File: src/rtl/brush_stamper_pkg.sv
// Shared project package: canvas geometry, color codes and the stamper FSM state type.
// Imported by the stamper top, its raster counter and the bench.
package brush_stamper_pkg;

    // Canvas geometry
    localparam int VGA_MAX_COORDINATE = 128;

    // Color codes
    localparam logic [2:0] COLOR_ERASE  = 3'd0;
    localparam logic [2:0] COLOR_RED    = 3'd1;
    localparam logic [2:0] COLOR_GREEN  = 3'd2;
    localparam logic [2:0] COLOR_BLUE   = 3'd3;
    localparam logic [2:0] COLOR_YELLOW = 3'd4;
    localparam logic [2:0] COLOR_CYAN   = 3'd5;
    localparam logic [2:0] COLOR_PINK   = 3'd6;
    localparam logic [2:0] COLOR_BLACK  = 3'd7;

    typedef enum logic [1:0] {
        IDLE,
        STAMP,
        CLEAR
    } stamper_state_t;

    function automatic logic in_canvas(input logic [8:0] x, input logic [8:0] y,
                                       input logic [8:0] side);
        return (x < side) && (y < side);
    endfunction

endpackage

File: src/rtl/brush_stamper_footprint_counter.sv
// 2-D raster offset counter (x inner, y outer) from (0,0) to (limit_x, limit_y).
// next_x/next_y give the offset that a step will load; last flags the final offset.
module footprint_counter (
    input  logic       clk,
    input  logic       reset,
    input  logic       start,
    input  logic       step,
    input  logic [7:0] limit_x,
    input  logic [7:0] limit_y,
    output logic [7:0] next_x,
    output logic [7:0] next_y,
    output logic       last
);

    logic [7:0] off_x;
    logic [7:0] off_y;
    logic [7:0] lim_x;
    logic [7:0] lim_y;
    logic       row_end;

    assign row_end = (off_x == lim_x);
    assign last    = row_end && (off_y == lim_y);
    assign next_x  = row_end ? 8'd0 : off_x + 8'd1;
    assign next_y  = row_end ? off_y + 8'd1 : off_y;

    always_ff @(posedge clk or negedge reset) begin
        if (!reset) begin
            off_x <= 8'd0;
            off_y <= 8'd0;
            lim_x <= 8'd0;
            lim_y <= 8'd0;
        end else if (start) begin
            off_x <= 8'd0;
            off_y <= 8'd0;
            lim_x <= limit_x;
            lim_y <= limit_y;
        end else if (step) begin
            off_x <= next_x;
            off_y <= next_y;
        end
    end

endmodule

File: src/rtl/brush_stamper.sv
// Stamps a square brush or clears the canvas, one registered pixel write per cycle; pixel i in cycle i+1.
// cmd_ready is high only while idle; commands presented while busy are held off until then.
module brush_stamper
    import brush_stamper_pkg::*;
#(
    parameter int MAX_COORDINATE = VGA_MAX_COORDINATE,
    parameter int MAX_SIZE_BITS  = 3
) (
    input  logic                     clk,
    input  logic                     reset,
    input  logic                     cmd_valid,
    output logic                     cmd_ready,
    input  logic                     cmd_clear,
    input  logic [7:0]               cmd_x,
    input  logic [7:0]               cmd_y,
    input  logic [2:0]               cmd_color,
    input  logic [MAX_SIZE_BITS-1:0] cmd_size,
    output logic                     brush,
    output logic [7:0]               wx,
    output logic [7:0]               wy,
    output logic [2:0]               newColor
);

    localparam logic [8:0] CANVAS_SIDE = 9'(MAX_COORDINATE);
    localparam logic [7:0] CLEAR_LIM   = 8'(MAX_COORDINATE - 1);

    stamper_state_t state;
    stamper_state_t state_nxt;

    logic [7:0] base_x;
    logic [7:0] base_y;
    logic       brush_nxt;
    logic [7:0] wx_nxt;
    logic [7:0] wy_nxt;
    logic [2:0] color_nxt;
    logic [8:0] px;
    logic [8:0] py;

    logic       cnt_start;
    logic       cnt_step;
    logic [7:0] cnt_lim;
    logic [7:0] cnt_nxt_x;
    logic [7:0] cnt_nxt_y;
    logic       cnt_last;

    assign cmd_ready = (state == IDLE);
    assign cnt_lim   = cmd_clear ? CLEAR_LIM : 8'(cmd_size);

    footprint_counter u_footprint (
        .clk     (clk),
        .reset   (reset),
        .start   (cnt_start),
        .step    (cnt_step),
        .limit_x (cnt_lim),
        .limit_y (cnt_lim),
        .next_x  (cnt_nxt_x),
        .next_y  (cnt_nxt_y),
        .last    (cnt_last)
    );

    always_comb begin
        state_nxt = state;
        brush_nxt = 1'b0;
        wx_nxt    = wx;
        wy_nxt    = wy;
        color_nxt = newColor;
        cnt_start = 1'b0;
        cnt_step  = 1'b0;
        px        = 9'd0;
        py        = 9'd0;
        case (state)
            IDLE: begin
                if (cmd_valid) begin
                    cnt_start = 1'b1;
                    if (cmd_clear) begin
                        state_nxt = CLEAR;
                        brush_nxt = 1'b1;
                        wx_nxt    = 8'd0;
                        wy_nxt    = 8'd0;
                        color_nxt = COLOR_ERASE;
                    end else begin
                        state_nxt = STAMP;
                        px        = {1'b0, cmd_x};
                        py        = {1'b0, cmd_y};
                        brush_nxt = in_canvas(px, py, CANVAS_SIDE);
                        wx_nxt    = px[7:0];
                        wy_nxt    = py[7:0];
                        color_nxt = cmd_color;
                    end
                end
            end
            STAMP: begin
                if (cnt_last) begin
                    state_nxt = IDLE;
                end else begin
                    cnt_step  = 1'b1;
                    // 9-bit sum so pixels past the canvas edge are masked, never wrapped
                    px        = {1'b0, base_x} + {1'b0, cnt_nxt_x};
                    py        = {1'b0, base_y} + {1'b0, cnt_nxt_y};
                    brush_nxt = in_canvas(px, py, CANVAS_SIDE);
                    wx_nxt    = px[7:0];
                    wy_nxt    = py[7:0];
                end
            end
            CLEAR: begin
                if (cnt_last) begin
                    state_nxt = IDLE;
                end else begin
                    cnt_step  = 1'b1;
                    brush_nxt = 1'b1;
                    wx_nxt    = cnt_nxt_x;
                    wy_nxt    = cnt_nxt_y;
                end
            end
            default: state_nxt = IDLE;
        endcase
    end

    always_ff @(posedge clk or negedge reset) begin
        if (!reset) begin
            state    <= IDLE;
            brush    <= 1'b0;
            wx       <= 8'd0;
            wy       <= 8'd0;
            newColor <= COLOR_ERASE;
            base_x   <= 8'd0;
            base_y   <= 8'd0;
        end else begin
            state    <= state_nxt;
            brush    <= brush_nxt;
            wx       <= wx_nxt;
            wy       <= wy_nxt;
            newColor <= color_nxt;
            if (cmd_ready && cmd_valid) begin
                base_x <= cmd_x;
                base_y <= cmd_y;
            end
        end
    end

endmodule

File: config.mk
export PLATFORM = sky130hd
export DESIGN_NAME = brush_stamper
export DESIGN_NICKNAME = d
export VERILOG_FILES = /design/src/rtl/brush_stamper_pkg.sv /design/src/rtl/brush_stamper_footprint_counter.sv /design/src/rtl/brush_stamper.sv
export SDC_FILE = /design/constraint.sdc
export NUM_CORES = 1
export LEC_CHECK = 0
export ABC_AREA = 1
export CORE_AREA = 3 3 87 89
export CTS_BUF_LIST = sky130_fd_sc_hd__clkbuf_16
export CTS_CLUSTER_DIAMETER = 100
export DETAILED_ROUTE_END_ITERATION = 10
export DIE_AREA = 0 0 90 92
export PLACE_DENSITY = 0.77
export SYNTH_ARGS = -nofsm -noshare
export SYNTH_HDL_FRONTEND = slang
export SYNTH_SLANG_ARGS = --single-unit
File: constraint.sdc
create_clock -name clk -period 4.95 [get_ports clk]
set_input_delay 0.99 -clock clk [delete_from_list [all_inputs] [get_ports clk]]
set_output_delay 0.99 -clock clk [all_outputs]
set_load 0.005 [all_outputs]
==> results by group, run 1 <==
Timing
  • Final setup fails: 0
  • Count of pins over their slew limit: 0
  • Worst Skew: 0.005980 ns
  • Period minus WS final: 3.590 ns
  • RSZ-0062 raised after global routing: false
  • Final hold vios: 0
  • Max-slew headroom: 42.75%
  • Final worst-path cycle share: 72.53%
  • Tightest Pin Transition: 0.8578 ns
  • Fmax: 0.2785 GHz
  • Setup ws final: 1.360 ns
  • TNS Setup: 0 ns

Setup path
  • Critical path data required time: 5.21 ns
  • Crit Path Class: reg2reg
  • Slowest stage delay, CP: 0.48 ns
  • Type of origin of the critical path: register
  • Crit-path most repeated cell: nand2_1
  • Max stage delay cell, worst path: dfrtp_1
  • R2R Path Start: u_footprint.off_x[0]$_DFFE_PN0P_
  • Critical-path cell list: inv_1 > nand2_1 > nand3_1 > nor2_2 > nand2_4 > inv_2 > nand4_1 > nor2_1 > xor2_1 > inv_1 > ha_1 > inv_1 > o311ai_0 > xnor2_1 > nand2_1 > a21oi_1 > nand3_1 > nand2_1 > nand2_1 > a21oi_2
  • Arrival time worst endpoint: 3.85 ns
  • Worst reg2reg setup slack: 1.36 ns
  • Worst Path Max Fanout: 19
  • CP endpoint kind: register
  • FF-to-FF End: brush$_DFF_PN0_
  • R2R depth: 20

Floorplanning
  • Die Wd: 90 um
  • Top-level I/O count: 47
  • Die Y: 92 um
  • Initial Util: 54.40%
  • Die ar.: 0.008280 sq mm
  • Row cnt: 30
  • Core area: 0.006832 sq mm

Yosys
  • Synth area leaders: dfrtp_1, nand2_1, ha_1
  • Top-area cell type share of the netlist area: 39.06%
  • Primary FF master, synth: dfrtp_1
  • Dominant cell type by area after synthesis: dfrtp_1
  • Cell variety after synth: 42
  • Synth async-reset ratio: 100.0%
  • EDFF count, synth: 0
  • Post-synth top cells: nand2_1, inv_1, dfrtp_1
  • Flops & latches, synth: 58
  • Seq/Total Area, Yosys: 39.06%
  • Most numerous cell in the Yosys netlist: nand2_1
  • Synthesized area: 0.003716 sq mm
  • Avg Cell Area, Syn: 7.584 sq um
  • YS warnings: 0
  • Post-synthesis net count: 537
  • Post-synthesis instance total: 490

Detailed routing
  • Via density: 5.647
  • Drt first pass iters: 6
  • Post-DRT Antenna Nets: 0
  • Via Count: 3580
  • # DRC: 0
  • DRT Wirelength: 10290 um
  • Initial DRC Count: 204
  • DR WL/cell: 16.22 um

Pwr
  • Leak: 0.002279 uW
  • Pwr/cell area: 244.2 mW/mm^2
  • Maximum VDD drop: 0.1665 mV

Place
  • Pre-CTS setup slack: 1.430 ns
  • GP Congestion: 0.8621
  • Placed cell count: 619
  • Port Buffers: 46
  • Detailed Place HPWL: 7133 um

Clock tree
  • Clk slew on worst S/H paths: 0.05 ns
  • Resize count post-CTS: 0
  • Clock Tree Buf Depth: 2
  • Clk Latency, worst-skew pair: 0.33 ns
  • CTS sink cnt: 58
  • H-tree Lvls: 3
  • CTS root buf: clkbuf_16
  • CTS tree: yes
  • Post-CTS Setup Inserts: 0
  • CTS Buf Count: 9
  • CTS Hold Buffers Added: 0

Hold path
  • Hold Path Class: reg2reg
  • WHS Endpoint: base_x[6]$_DFFE_PN0P_
  • Hold path startpoint: base_x[6]$_DFFE_PN0P_
  • Hold Path Depth: 2

Cells and area
  • Layout Cells excl Fill: 634
  • Post-layout util: 66.01%
  • Final nets: 581
  • Final antenna diode count: 0
  • FILL cells: 592
  • Share of cells above drive strength 1: 5.948%
  • Area grow syn2layout: 21.35%

Global route
  • Largest net degree at the start of global routing: 59
  • Total track usage: 25.41%
  • First-pass GRT wire length: 16790 um
  • GR Overflow Total: 0
  • Vias in the first global route: 3568
  • Initial antenna violation count: 0

Status
  • Status: completed

Run
  • Max-Cap Viols: 0
==> area by class of cell <==
type / instances / area (sq um) / share of cell area, %
clock inverters: 6 / 50.05 / 1.110
clock buffers: 9 / 225.2 / 4.994
inverters: 65 / 244.0 / 5.411
well taps: 96 / 120.1 / 2.664
repair buffers: 48 / 470.5 / 10.43
flip-flops and latches: 58 / 1451 / 32.19
multi-input cells: 352 / 1948 / 43.20
==> cells in the final DEF (no fill, tap or decap), types with 4 or more instances in the layout <==
cell,netlist,routed
clkbuf_16,0,9
clkinv_1,1,4
nand2_1,133,133
clkdlybuf4s50_1,0,45
a21oi_1,23,23
xor2_1,10,10
a22oi_1,9,9
o22ai_1,19,19
nand3_1,25,25
o21ai_1,5,5
o21ai_0,38,38
nand2_2,5,5
a32o_1,4,4
ha_1,20,20
dfrtp_1,58,58
nor2_1,28,28
inv_1,62,63
==> where the power goes <==
part           internal [uW]  switching [uW]  leakage (uW)
sequential               476           0.573      0.000713
combinational           19.9            17.4       0.00143
clock                    378             209      0.000139
==> layer usage <==
metal	part of all wire, %	routed length [um]	up-vias	track usage [%]
met3	7.3	751	28	5.168
met4	2.9	300	0	11.48
li1	-	-	1714	-
met1	43	4439	1689	32.48
met2	47	4794	149	41.63
met5	0	0	-	0
==> state kept, by name, indices dropped and copies added, names as in the netlist <==
register and cells:
wy 8, u_footprint.off_x 8, base_x 8, u_footprint.off_y 8, base_y 8, u_footprint.lim_x 4, newColor 3, state 2
brush 1, wx 8
==> cell families after synthesis <==
| family | after synthesis | synth area share [%] |
|---|---|---|
| buf+inv | 80 | 8.518 |
| xor+xnor | 11 | 2.593 |
| fa+ha+maj | 22 | 7.542 |
| flops | 58 | 39.06 |
| compound gates | 113 | 18.35 |
| simple gates | 206 | 23.94 |
==> stage by stage <==
stage	power (uW)	cell area, sq um	hold slack (ns)
after floorplan	486.1	3716	0.4553
after global placement	522.1	4234	0.4689
after detailed placement	522.2	4234	0.4734
after CTS	1105	4509	0.4873
after global routing	1127	4509	0.5201
final	1101	4509	0.4889
==> worst max path at each step <==
stage	from	to	slack [ns]	cells past startpoint
after floorplan	u_footprint.off_x[0]$_DFFE_PN0P_	brush$_DFF_PN0_	1.97	21
after global placement	u_footprint.off_x[0]$_DFFE_PN0P_	brush$_DFF_PN0_	1.54	20
after detailed placement	u_footprint.off_x[0]$_DFFE_PN0P_	brush$_DFF_PN0_	1.43	20
after CTS	u_footprint.off_x[0]$_DFFE_PN0P_	brush$_DFF_PN0_	1.40	20
after global routing	u_footprint.off_x[0]$_DFFE_PN0P_	wy[7]$_DFFE_PN0P_	1.11	17
final	u_footprint.off_x[0]$_DFFE_PN0P_	brush$_DFF_PN0_	1.36	20
==> worst max-delay path, delay by kind of cell, from the launching register on <==
| family | cells | cell delay (ns) |
|---|---|---|
| xor gates and xnor gates | 2 | 0.51 |
| AOI/OAI and AO/OA | 3 | 0.71 |
| adders and majority gates | 1 | 0.34 |
| and+or+nand+nor | 10 | 1.08 |
| DFF | 1 | 0.48 |
| buffers and inverters | 4 | 0.39 |
(Power assumes the default switching activity.)
==> inputs of run 2 (changes only) <==
- clock period: 4.95 -> 3.5 ns (I/O delays scaled with it)
==> run 2 against run 1 <==
Against the previous run: critical path depth increased by 3; critical endpoint unchanged; sequential cell count unchanged; fmax increased by 11%; highest routed layer unchanged; sequential share of layout area decreased by 0.79 points.
==> results by group, run 2 (synthesized netlist as in run 1, its figures left out) <==
Cells and area
  • Final Instance Area: 0.004627 sq mm (+2.6%)
  • Commonest non-fill, non-tap cell in the layout: nand2_1
  • Final antenna diode count: 0 (unchanged)
  • Area grow syn2layout: 24.51%
  • Post-layout util: 67.73% (+1.7 points)
  • Final nets: 590 (+1.5%)
  • Commonest non-fill, non-tap cells in the layout: nand2_1, inv_1, dfrtp_1
  • Share of cells above drive strength 1: 8.942% (+3.0 points)

Clock tree
  • Post-CTS Setup Inserts: 0 (unchanged)
  • CTS tree: yes
  • Clk slew on worst S/H paths: 0.05 ns (about the same)
  • H-tree Lvls: 3 (unchanged)
  • CTS sink cnt: 58 (unchanged)
  • CTS root buf: clkbuf_16
  • Clk Latency, worst-skew pair: 0.34 ns (about the same)
  • Clock Tree Buf Depth: 2 (unchanged)
  • CTS Hold Buffers Added: 0 (unchanged)
  • Resize count post-CTS: 0 (unchanged)
  • CTS Buf Count: 9 (unchanged)

Detailed routing
  • Via Count: 3581 (+0.028%)
  • Via density: 5.561 (-1.5%)
  • DRT Wirelength: 10520 um (+2.3%)
  • Drt first pass iters: 5 (-1)
  • DR WL/cell: 16.34 um (+0.69%)
  • Post-DRT Antenna Nets: 0 (unchanged)
  • Initial DRC Count: 279 (+37%)
  • # DRC: 0 (unchanged)

Pwr
  • Pwr/cell area: 359.1 mW/mm^2 (+47%)
  • Leak: 0.002338 uW (+2.6%)
  • Maximum VDD drop: 0.2464 mV (+48%)

Global route
  • GR Overflow Total: 0 (unchanged)
  • Vias in the first global route: 3409 (-4.5%)
  • Largest net degree at the start of global routing: 30 (-49%)
  • First-pass GRT wire length: 17150 um (+2.1%)
  • Total track usage: 26.40% (+0.99 points)
  • Initial antenna violation count: 0 (unchanged)

Timing
  • Final worst-path cycle share: 92.46% (+20 points)
  • Count of pins over their slew limit: 0 (unchanged)
  • Max-slew headroom: 15.03% (-28 points)
  • Final setup fails: 0 (unchanged)
  • Final hold vios: 0 (unchanged)
  • Worst Skew: 0.007921 ns (+0.001941 ns)
  • Period minus WS final: 3.236 ns (-0.3544 ns)
  • Tightest Pin Transition: 1.270 ns (+0.4120 ns)
  • Fmax: 0.3090 GHz (+11%)

Status
  • Status: completed

Setup path
  • Type of origin of the critical path: register
  • Critical path data required time: 3.77 ns (-1.44 ns)
  • Worst Path Max Fanout: 6 (-13)
  • Crit Path Class: reg2reg
  • CP endpoint kind: register
  • Arrival time worst endpoint: 3.50 ns (-0.35 ns)

Floorplanning
  • Initial Util: 54.40% (unchanged)
  • Die Y: 92 um (unchanged)
  • Top-level I/O count: 47 (unchanged)
  • Core area: 0.006832 sq mm (unchanged)
  • Die ar.: 0.008280 sq mm (unchanged)
  • Row cnt: 30 (unchanged)
  • Die Wd: 90 um (unchanged)

Run
  • Max-Cap Viols: 0 (unchanged)

Hold path
  • Hold Path Class: in2async

Place
  • GP Congestion: 0.9626 (+12%)
  • Port Buffers: 46 (unchanged)
  • Detailed Place HPWL: 7616 um (+6.8%)
  • DP Area: 0.004302 sq mm (+1.6%)
[run 2: cell count changes in the layout (fill, tap and decap cells not counted), sizes merged]
cell / before / now
clkinvlp: 0 / 1
clkinv: 5 / 4
buf: 3 / 12
bufinv: 1 / 2
[run 2: critical path, cell delays in order (launching register included)]
cell and delay (ns):
dfrtp_1 0.43, nor2_1 0.14, nand2_1 0.08, nand2_1 0.07, inv_1 0.05, nor2_4 0.10
nand2_4 0.10, inv_2 0.10, nand4_1 0.14, nor2_2 0.19, xor2_2 0.20, inv_1 0.06
ha_1 0.33, inv_1 0.06, nor3_1 0.17, nand2_1 0.08, o311ai_1 0.10, xnor2_1 0.18
nand2_1 0.10, a21oi_2 0.13, nand3_1 0.09, nand2_1 0.07, nand2_1 0.07, a21oi_2 0.12
[run 2: report_power, final]
part | switching (uW) | total [uW] | internal (uW)
sequential | 0.704 | 673 | 673
clock | 321 | 935 | 614
combinational | 24.3 | 53.2 | 28.9
total | 346 | 1660 | 1320
[run 2: per-stage QoR]
stage | setup slack [ns] | hold slack [ns] | TNS [ns] | power (uW) | std cells
4_1_cts | 0.2241 | 0.4312 | 0 | 1664 | 644
5_1_grt | -0.009651 | 0.4652 | -0.009651 | 1705 | 644
3_5_place_dp | 0.2355 | 0.4762 | 0 | 738.8 | 628
6_report | 0.2640 | 0.4034 | 0 | 1662 | 644
2_1_floorplan | 0.5221 | 0.4044 | 0 | 687.5 | 490
3_3_place_gp | 0.3815 | 0.4694 | 0 | 738.6 | 628
[run 2: final timing paths]
kind | start | slack [ns] | cells past startpoint | end
min reg2reg | wy[1]$_DFFE_PN0P_ | 0.49 | 2 | wy[1]$_DFFE_PN0P_
min | reset | 0.40 | 1 | u_footprint.off_x[6]$_DFFE_PN0P_
max reg2reg | u_footprint.off_x[4]$_DFFE_PN0P_ | 0.26 | 23 | brush$_DFF_PN0_
max | u_footprint.off_x[4]$_DFFE_PN0P_ | 0.26 | 23 | brush$_DFF_PN0_
max in group asynchronous | reset | 2.40 | 2 | newColor[1]$_DFFE_PN0P_
min in group clk | wy[1]$_DFFE_PN0P_ | 0.49 | 2 | wy[1]$_DFFE_PN0P_
[run 2: layer usage]
layer / vias to the layer above / global-route usage (%) / wire (um)
li1: 1736 / - / -
met1: 1692 / 34.17 / 4667
met2: 135 / 44.24 / 5018
met3: 18 / 4.348 / 609
met4: 0 / 10.46 / 225
met5: - / 0 / 0
[run 2: final cells by class]
cell class | instances | area [sq um]
clock buffers | 9 | 225.2
fillers | 559 | 2205
multi-input cells | 352 | 1962
repair buffers | 57 | 538.0
well taps | 96 | 120.1
flip-flops and latches | 58 | 1453
clock inverters | 7 | 85.08
inverters | 65 | 244.0
